## src/rtl/stopwatch_pkg.sv

```systemverilog
// stopwatch_pkg: shared state encoding, digit width and default wrap values
package stopwatch_pkg;
  typedef enum logic [1:0] {RUN = 2'd0, PAUSE = 2'd1, ADJ_MIN = 2'd2, ADJ_SEC = 2'd3} state_t;
  localparam int DIGIT_W = 4;
  localparam int SEC_WRAP_DEF = 59;
  localparam int MIN_WRAP_DEF = 59;
endpackage

```

## src/rtl/stopwatch_bcd_pair_cnt.sv

```systemverilog
// bcd_pair_cnt: two-digit BCD counter wrapping to 00 after WRAP, with a combinational carry on wrap
module bcd_pair_cnt
  import stopwatch_pkg::*;
#(
  parameter int WRAP = 59
) (
  input  logic               clk,
  input  logic               rst,
  input  logic               inc,
  output logic [DIGIT_W-1:0] tens,
  output logic [DIGIT_W-1:0] ones,
  output logic               co
);
  localparam logic [DIGIT_W-1:0] WT = DIGIT_W'(WRAP / 10);
  localparam logic [DIGIT_W-1:0] WO = DIGIT_W'(WRAP % 10);
  localparam logic [DIGIT_W-1:0] NINE = DIGIT_W'(9);
  assign co = inc && tens == WT && ones == WO;
  always_ff @(posedge clk or posedge rst)
    if (rst) begin
      tens <= '0;
      ones <= '0;
    end else if (inc) begin
      ones <= (co || ones == NINE) ? '0 : ones + 1'b1;
      tens <= co ? '0 : (ones == NINE) ? tens + 1'b1 : tens;
    end
endmodule

```

## src/rtl/stopwatch_ctrl.sv

```systemverilog
// stopwatch_ctrl: run/pause/adjust sequencing of an MM:SS BCD counter with adjust-digit blinking
module stopwatch_ctrl
  import stopwatch_pkg::*;
#(
  parameter int SEC_WRAP  = SEC_WRAP_DEF,
  parameter int MIN_WRAP  = MIN_WRAP_DEF,
  parameter bit BLINK_ADJ = 1'b1
) (
  input  logic               clk,
  input  logic               rst,
  input  logic               tick_1hz,
  input  logic               tick_2hz,
  input  logic               tick_blink,
  input  logic               pause_lvl,
  input  logic               adj_lvl,
  input  logic               sel_lvl,
  output logic [DIGIT_W-1:0] mt,
  output logic [DIGIT_W-1:0] mo,
  output logic [DIGIT_W-1:0] st,
  output logic [DIGIT_W-1:0] so,
  output logic [3:0]         blank,
  output logic [1:0]         mode,
  output logic               paused
);
  state_t state, state_n;
  logic pause_q, pause_pulse, paused_n, blink_phase;
  logic sec_inc, min_inc, sec_co, min_co_unused;
  assign pause_pulse = pause_lvl & ~pause_q;
  assign paused_n = paused ^ pause_pulse;
  assign mode = state;
  always_comb begin
    state_n = adj_lvl ? (sel_lvl ? ADJ_SEC : ADJ_MIN) : (paused_n ? PAUSE : RUN);
    sec_inc = (state == RUN && tick_1hz) || (state == ADJ_SEC && tick_2hz);
    min_inc = (state == RUN && sec_co) || (state == ADJ_MIN && tick_2hz);
  end
  // pause_q resets high so a button held across reset release is not seen as an edge
  always_ff @(posedge clk or posedge rst)
    if (rst) begin
      state       <= RUN;
      pause_q     <= 1'b1;
      paused      <= 1'b0;
      blink_phase <= 1'b0;
      blank       <= '0;
    end else begin
      state       <= state_n;
      pause_q     <= pause_lvl;
      paused      <= paused_n;
      blink_phase <= state[1] && (blink_phase ^ tick_blink);
      blank       <= (!BLINK_ADJ || !blink_phase) ? 4'b0000 :
                     state == ADJ_SEC ? 4'b0011 : state == ADJ_MIN ? 4'b1100 : 4'b0000;
    end
  bcd_pair_cnt #(.WRAP(SEC_WRAP)) u_sec (
    .clk(clk), .rst(rst), .inc(sec_inc), .tens(st), .ones(so), .co(sec_co)
  );
  bcd_pair_cnt #(.WRAP(MIN_WRAP)) u_min (
    .clk(clk), .rst(rst), .inc(min_inc), .tens(mt), .ones(mo), .co(min_co_unused)
  );
endmodule

```

## config.mk

```make
export PLATFORM = sky130hd
export DESIGN_NAME = stopwatch_ctrl
export DESIGN_NICKNAME = d
export VERILOG_FILES = /design/src/rtl/stopwatch_pkg.sv /design/src/rtl/stopwatch_bcd_pair_cnt.sv /design/src/rtl/stopwatch_ctrl.sv
export SDC_FILE = /design/constraint.sdc
export NUM_CORES = 1
export LEC_CHECK = 0
export BUFFER_PORTS_ARGS = -buffer_cell sky130_fd_sc_hd__buf_4
export CORE_UTILIZATION = 30
export CTS_BUF_LIST = sky130_fd_sc_hd__clkbuf_16
export DETAILED_ROUTE_END_ITERATION = 10
export SKIP_LAST_GASP = 1
export SLEW_MARGIN = 20
export SYNTH_ARGS = -nofsm -noshare
export SYNTH_HDL_FRONTEND = slang
export SYNTH_SLANG_ARGS = --single-unit
```

## constraint.sdc

```tcl
create_clock -name clk -period 3.85 [get_ports clk]
set_clock_uncertainty 0.15 [all_clocks]
set_input_delay 1.155 -clock clk [delete_from_list [all_inputs] [get_ports clk]]
set_output_delay 1.155 -clock clk [all_outputs]
set_load 0.01 [all_outputs]
```

; Word level (Yosys, flattened, before mapping)
; Cells that the tools add are included.
[word_totals]
register_bits = 25
inputBits = 8
out_inout_bits = 23
[classes]
n_reduce_logical = 18
eq_ne = 6
n_bitwise = 4
n_mux = 12
add_sub_neg = 4
[op_table]
columns = operator, count
row1 = $mux 4, 9
row2 = $add 4x1->4 const B, 4
row3 = $logic_and 1x1->1, 9
row4 = $eq 4x3->1 const B, 2
row5 = $eq 4x4->1 const B, 2
row6 = $eq 2x2->1 const B, 2
row7 = $logic_or 1x1->1, 4
row8 = $reduce_and 2->1, 2
row9 = $reduce_bool 2->1, 2
row10 = $logic_not 2->1, 1
row11 = $mux 1, 2
row12 = $mux 2, 1
row13 = $xor 1x1->1, 2
row14 = $and 1x1->1, 1
row15 = $not 1->1, 1

; Logic depth before layout (Yosys ltp)
; Gate-level depths: netlist of run 1.
[logic_depth]
word_depth = 11
depth_mapped = 7

; Modules after synthesis
; A second synthesis of run 1 with hierarchy kept.
[hier_totals]
hier_cells = 121
area_unflattened_um2 = 1232.4
[modules_own_cells]
columns = module, cells_each, area_each_um2, n_inst, seq_area_each_um2
row1 = bcd_pair_cnt, 48, 469.2, 2, 200.2
row2 = stopwatch_ctrl, 25, 294.0, 1, 176.4

; Least setup slack after synthesis of run 1
; OpenSTA, ideal clock, no wires.
[synth_path]
kind = input to register
from = input tick_1hz
to = register u_sec.tens[3]
t_arrival_ns = 2.170
setup_time_ns = 0.125
setup_slack_ns = 1.405
stages = 4
path_buffers = 0
path_cell_list = or3b_4 -> a21boi_4 -> nand4_2 -> mux2_4
[synth_via]
elab_chain_len = 6
word_cells_on_any_way = 7
classes_between = mux (1) / reduce/logical (6)
[synth_rtl]
columns = item, line_no
row1 = from (decl), stopwatch_ctrl.sv:11  ; input logic tick_1hz,
row2 = $logic_and 1x1->1 *, stopwatch_ctrl.sv:33  ; sec_inc = (state == RUN && tick_1hz) || (state == ADJ_SEC && tick_2hz);
row3 = $logic_or 1x1->1 *, stopwatch_ctrl.sv:33
row4 = $logic_and 1x1->1 (2 in series), stopwatch_bcd_pair_cnt.sv:17  ; assign co = inc && tens == WT && ones == WO;
row5 = $reduce_bool 2->1 (no line), --
row6 = $reduce_and 2->1 (no line), --
row7 = to (signal assigned), stopwatch_bcd_pair_cnt.sv:24  ; tens <= co ? '0 : (ones == NINE) ? tens + 1'b1 : tens;
row8 = to (decl), stopwatch_bcd_pair_cnt.sv:10  ; output logic [DIGIT_W-1:0] tens,
; Every way passes the cells marked *; elsewhere a longest branch is shown, timed or not.
; A chain may end at the register's enable or synchronous reset.

; Worst setup path after layout of run 1
[layout_path]
from = register state[0] (netlist: mode[0])
to = output mode[0]
[layout_rtl]
columns = item, line_no
row1 = from (decl), stopwatch_ctrl.sv:25  ; state_t state, state_n;
row2 = from (signal assigned), stopwatch_ctrl.sv:45  ; state <= state_n;
row3 = to (decl), stopwatch_ctrl.sv:22  ; output logic [1:0] mode,
; No word-level cell between the ends.

==> flow_metrics.env, run 1 <==
export IMPL_powerDensity_mw_per_mm2=698
export IMPL_ys_ff_latch=23
export IMPL_start_kind="flop"
export IMPL_htree_levels=1
export IMPL_tns_ns=0
export IMPL_cts_tree="yes"
export IMPL_die_area_mm2=0.00438
export IMPL_setup_violations=0
export IMPL_syn_avg_cell_area_um2=10.8
export IMPL_drive_gt1_share_pct=34.7
export IMPL_core_area_mm2=0.00380
export IMPL_syn_inst=114
export IMPL_grt_pass1_vias=853
export IMPL_worstPathBufferInverterCount=1
export IMPL_initialDrtViolationCount=14
export IMPL_path_delay_family="flip-flops"
export IMPL_status="complete, no violations"
export IMPL_max_freq_mhz=429
export IMPL_final_hold_violation_count=0
export IMPL_ctsResizeCount=0
export IMPL_cts_sinks=23
export IMPL_die_h_um=66.2
export IMPL_cell_internal_pwr_uw=701
export IMPL_post_synth_top_count_cell="dfrtp_1"
export IMPL_register_area_um2=577
export IMPL_grt_max_degree=24
export IMPL_pwr_share_clk_pct=20.2
export IMPL_portBuffers=30
export IMPL_drv_cap=0
export IMPL_p_switching_uw=397
export IMPL_ir_drop_mv=0.259
export IMPL_slowest_stage="dfrtp_1"
export IMPL_rows=22
export IMPL_clkLatencyLatePin_ns=0.26
export IMPL_root_buffer="clkbuf_16"
export IMPL_worst_path_max_fanout=12
export IMPL_synth_distinct_cells=37
export IMPL_path_clk_slew_ns=0.06
export IMPL_combPwrFrac_pct=39.5
export IMPL_layoutNonFillerInstCount=192
export IMPL_fillCellCount=367
export IMPL_async_flop_share_pct=100
export IMPL_synth_nets=130
export IMPL_numCtsBuffers=3
export IMPL_chipWidth_um=66.2
export IMPL_cts_setup_buffers=0
export IMPL_ys_warnings_count=0
export IMPL_slew_viol_final=0
export IMPL_grt_first_pass_wirelength_mm=3.79
export IMPL_gp_congestion=0.682
export IMPL_slew_headroom_pct=42.2
export IMPL_cts_hold_buf=0
export IMPL_num_vias=919
export IMPL_synth_edf_count=0
export IMPL_drtAntennaViolNets=0
export IMPL_wirelength_mm=2.24
export IMPL_num_nets_final=161
export IMPL_fin_crit_sh_pct=60.6
export IMPL_multi_input_area_um2=609
export IMPL_cts_buffer_depth=2
export IMPL_globalRouteTotalUtil_pct=11.5
export IMPL_grt_overflow=0
export IMPL_syn2layout_area_growth_pct=27.2
export IMPL_synth_largest_area_cell="dfrtp_1"
export IMPL_rsz0062_at_grt="no"
export IMPL_crit_path_max_incr_delay_ns=0.57
export IMPL_synth_ff_type="dfrtp_1"
export IMPL_dr_pass1_iters=4
export IMPL_hold_class="reg2reg"
export IMPL_tightest_slew_ns=0.866
export IMPL_post_route_drc_count=0
export IMPL_worstSetupPathType="reg2out"
export IMPL_synth_top_cell_area_share_pct=44.5
export IMPL_syn_area_mm2=0.00124
export IMPL_critPathCaptureType="output pin"
export IMPL_hpwl_mm=1.67
export IMPL_synth_seq_area_share_pct=46.7
export IMPL_fin_crit_ns=2.33
export IMPL_diodes=0
export IMPL_synthTopCellsByCount="22 x dfrtp_1, 14 x nor2_1, 8 x ha_1, 8 x nand2_1, 8 x o21ai_0"
export IMPL_antenna_found_initial=0
export IMPL_crit_chain="buf_4"
export IMPL_synthTopCellsByArea="dfrtp_1 45%, ha_1 8.1%, mux2_2 6.4%"
export IMPL_arrival_ns=1.03
export IMPL_leakage_nw=0.763
export IMPL_dp_cells=188
export IMPL_power_share_sequential_pct=40.3
export IMPL_worstPathRequired_ns=2.54
export IMPL_swShare_pct=36.2
export IMPL_wire_per_inst_um=11.7
export IMPL_initial_utilization_pct=32.5
export IMPL_num_io_pins=31
export IMPL_vias_per_cell=4.79
-- logic make-up after synthesis --
family / after synthesis / share of synthesized area, %
AND/OR/NAND/NOR: 43 / 19.3
flip-flops: 23 / 46.7
AO/OA/AOI/OAI: 18 / 11.0
buffers and inverters: 10 / 4.05
multiplexers: 10 / 9.41
adder cells (fa/ha/maj): 8 / 8.10
XOR/XNOR: 2 / 1.42
-- power groups by stage --
stage          Sequential (mW)  Combinational, mW  Clock (mW)
2_1_floorplan            0.453              0.242           0
3_3_place_gp             0.438              0.426           0
3_5_place_dp             0.445              0.438           0
4_1_cts                  0.443              0.440       0.228
5_1_grt                  0.462              0.487       0.237
6_report                 0.443              0.434       0.222
-- cells in the final DEF, fill, tap and decap left out, drive strengths merged, types with 2 or more instances in the layout --
cell type / netlist / layout
buf: 4 / 30
nor2: 14 / 14
and2: 2 / 2
nor2b: 3 / 3
ha: 8 / 8
mux2: 10 / 10
o31ai: 2 / 2
dfrtp: 22 / 22
clkbuf: 0 / 3
and3b: 3 / 3
inv: 6 / 7
nand2: 8 / 8
nand3: 4 / 4
and3: 2 / 2
o21ai: 8 / 8
-- sequential cells by signal, summed over array words and instances, names as in the netlist --
register and cells:
u_min.ones 4, u_min.tens 4, u_sec.ones 4, u_sec.tens 4, blank 2, mode 2
blink_phase 1, pause_q 1, paused 1
-- per-stage QoR --
stage          cell area (µm²)  setup slack [ns]  power [mW]  util [%]  hold slack [ns]
2_1_floorplan             1240              1.41       0.695         -            0.350
3_3_place_gp              1490              1.29       0.864      39.3            0.330
3_5_place_dp              1490              1.26       0.883      39.3            0.342
4_1_cts                   1570              1.50        1.11      41.4            0.354
5_1_grt                   1570              1.46        1.19      41.4            0.376
6_report                  1570              1.52        1.10      41.4            0.345
-- worst paths after layout --
| path | start | to | slack, ns | cells after the start |
|---|---|---|---|---|
| max in group asynchronous | rst | u_sec.ones[3] | 2.08 | 2 |
| setup reg to reg | u_sec.ones[0] | u_min.ones[2] | 1.77 | 5 |
| setup / recovery | mode[0] | mode[0] | 1.52 | 1 |
| hold / removal | paused | paused | 0.34 | 1 |
| hold reg to reg | paused | paused | 0.34 | 1 |
| min in group asynchronous | rst | u_min.tens[0] | 0.93 | 2 |
-- layer usage --
metal / part of all wire (%) / up-vias / global-route usage (%)
met1: 50 / 440 / 14.0
met2: 44 / 20 / 19.1
met4: 0.85 / 0 / 2.66
li1: - / 455 / -
met5: 0 / - / 0
met3: 5.2 / 4 / 4.14
-- area by class of cell --
| cell class | count | share of cell area (%) |
|---|---|---|
| clock inverters | 1 | 0.239 |
| clock buffers | 3 | 4.77 |
| multi-input cells | 81 | 38.7 |
| inverters | 6 | 1.43 |
| repair buffers | 30 | 14.3 |
| well taps | 48 | 3.82 |
| flip-flops and latches | 23 | 36.7 |
(Power assumes the default switching activity.)
==> run 2: changes to the inputs <==
clock period = 2.33 ns   (was 3.85 ns; I/O delays follow)
==> run 2 against run 1 <==
Compared with the run above: combinational power increased by 71%; final area up 1.0%; sequential power is 61% higher; hold slack worse by 0.044 ns; final cell count grew 1.0%; die area unchanged; total power increased by 66%; worst setup slack got worse by 1.3 ns; clock power up 68%; via count rose by 1.5%; non-clock buffer count up 2.
==> flow_metrics.env, run 2 (synthesis gave the netlist of run 1 again) <==
export IMPL_tns_ns=0
export IMPL_hold_class="in2async"
export IMPL_grt_use_met3_pct=4.14
export IMPL_fillCellCount=382
export IMPL_dp_cells=190
export IMPL_final_hold_violation_count=0
export IMPL_placed_area_mm2=0.00151
export IMPL_wirelength_mm=2.36
export IMPL_final_cell_area_mm2=0.00159
export IMPL_gp_congestion=0.672
export IMPL_power_share_sequential_pct=39.1
export IMPL_drive_gt1_share_pct=36.3
export IMPL_cts_buffer_depth=2
export IMPL_dr_pass1_iters=4
export IMPL_path_delay_family="simple AND/OR/NAND/NOR gates"
export IMPL_initial_utilization_pct=32.5
export IMPL_htree_levels=1
export IMPL_clkLatencyLatePin_ns=0.26
export IMPL_swShare_pct=36.2
export IMPL_combPwrFrac_pct=40.5
export IMPL_layout_common_cells="32 x buf_4, 22 x dfrtp_1, 14 x nor2_1"
export IMPL_crit_chain="inv_1 > ha_1 > and3b_1 > a32oi_2 > nor3b_1 > mux2_1"
export IMPL_top_usage_layer="met2"
export IMPL_worstSetupPathType="reg2reg"
export IMPL_powerDensity_mw_per_mm2=1150
export IMPL_final_common_cell="buf_4"
export IMPL_cts_setup_buffers=0
export IMPL_portBuffers=30
export IMPL_cts_sinks=23
export IMPL_setup_violations=0
export IMPL_fin_util_pct=41.8
export IMPL_slew_headroom_pct=68.7
export IMPL_wire_per_inst_um=12.2
export IMPL_timing_rr_end="u_min.ones[2]"
export IMPL_rows=22
export IMPL_pwr_share_clk_pct=20.4
export IMPL_worst_path_max_fanout=6
export IMPL_grt_overflow=0
export IMPL_r2r_start="u_sec.ones[1]"
export IMPL_grt_max_degree=14
export IMPL_die_area_mm2=0.00438
export IMPL_leakage_nw=0.771
export IMPL_arrival_ns=2.06
export IMPL_fin_crit_sh_pct=89.1
export IMPL_status="complete, no violations"
export IMPL_rsz0062_at_grt="no"
export IMPL_root_buffer="clkbuf_16"
export IMPL_worstPathRequired_ns=2.32
export IMPL_vias_per_cell=4.81
export IMPL_numCtsBuffers=3
export IMPL_post_route_drc_count=0
export IMPL_drv_cap=0
export IMPL_cts_hold_buf=0
export IMPL_critPathCaptureType="flop"
export IMPL_cts_tree="yes"
export IMPL_cell_internal_pwr_mw=1.17
export IMPL_ir_drop_mv=0.477
export IMPL_syn2layout_area_growth_pct=28.5
export IMPL_globalRouteTotalUtil_pct=12.2
export IMPL_p_switching_uw=661
export IMPL_num_io_pins=31
export IMPL_ctsResizeCount=0
export IMPL_rr_worst_depth=6
export IMPL_hpwl_mm=1.79
export IMPL_drtAntennaViolNets=0
export IMPL_diodes=0
export IMPL_slowest_stage="dfrtp_1"
export IMPL_layoutNonFillerInstCount=194
export IMPL_num_nets_final=163
export IMPL_met2_usage_pct=19.4
export IMPL_initialDrtViolationCount=49
export IMPL_slew_viol_final=0
export IMPL_crit_path_max_incr_delay_ns=0.43
export IMPL_max_freq_mhz=482
export IMPL_path_clk_slew_ns=0.06
export IMPL_start_kind="flop"
export IMPL_core_area_mm2=0.00380
export IMPL_grt_first_pass_wirelength_mm=4.08
export IMPL_fin_crit_ns=2.08
export IMPL_use_met1_pct=16.0
export IMPL_grt_pass1_vias=906
export IMPL_tightest_slew_ns=0.469
export IMPL_chipWidth_um=66.2
export IMPL_antenna_found_initial=0
export IMPL_worstPathBufferInverterCount=1
export IMPL_num_vias=933
export IMPL_die_h_um=66.2
export IMPL_r2r_slack_ns=0.25
[run 2: cell count changes in the layout (fill, tap and decap cells not counted), sizes merged]
cell    previous run  this run
buf               30        32
clkinv             0         1
inv                7         6
[run 2: worst max path at each step]
stage	startpoint	to	slack [ns]	depth (start not counted)
floorplan	tick_1hz	u_sec.tens[3]	0.34	4
global placement	tick_1hz	u_sec.tens[3]	0.23	5
detailed placement	tick_1hz	u_sec.tens[3]	0.21	5
CTS	u_sec.ones[1]	u_min.ones[2]	0.25	6
global route	u_sec.ones[1]	u_min.ones[2]	0.10	6
finish	u_sec.ones[1]	u_min.ones[2]	0.25	6
[run 2: power groups by stage]
stage	sequential, mW	clock, mW	combinational [mW]
3_3_place_gp	0.713	0	0.729
6_report	0.715	0.373	0.740
3_5_place_dp	0.720	0	0.753
5_1_grt	0.747	0.399	0.847
2_1_floorplan	0.749	0	0.400
4_1_cts	0.715	0.387	0.756
[run 2: worst reg2reg max path, delay by kind of cell, from the launching register on]
family,cells,cell delay [ns]
buffers and inverters,1,0.09
flip-flops,1,0.43
AND/OR/NAND/NOR,2,0.56
AO/OA/AOI/OAI,1,0.23
multiplexers,1,0.34
adder cells (fa/ha/maj),1,0.15
[run 2: final cells by class]
cell class | count | area, µm² | area share (%)
Clock buffer | 3 | 75.1 | 4.72
Inverter | 6 | 22.5 | 1.42
Sequential cell | 23 | 577 | 36.3
Timing Repair Buffer | 32 | 240 | 15.1
Multi-Input combinational cell | 81 | 609 | 38.3
Clock inverter | 1 | 5.00 | 0.315
Tap cell | 48 | 60.1 | 3.78
[run 2: through the flow]
stage	setup WS [ns]	power (mW)	hold slack (ns)
floorplan	0.341	1.15	0.350
global placement	0.225	1.44	0.331
detailed placement	0.212	1.47	0.357
CTS	0.248	1.86	0.328
global route	0.104	1.99	0.342
finish	0.254	1.83	0.301
[run 2: per-layer routing]
layer | up-vias | routed length [µm]
met1 | 454 | 1140
met4 | 0 | 19
li1 | 455 | -
met3 | 4 | 114
met5 | - | 0
met2 | 20 | 1090
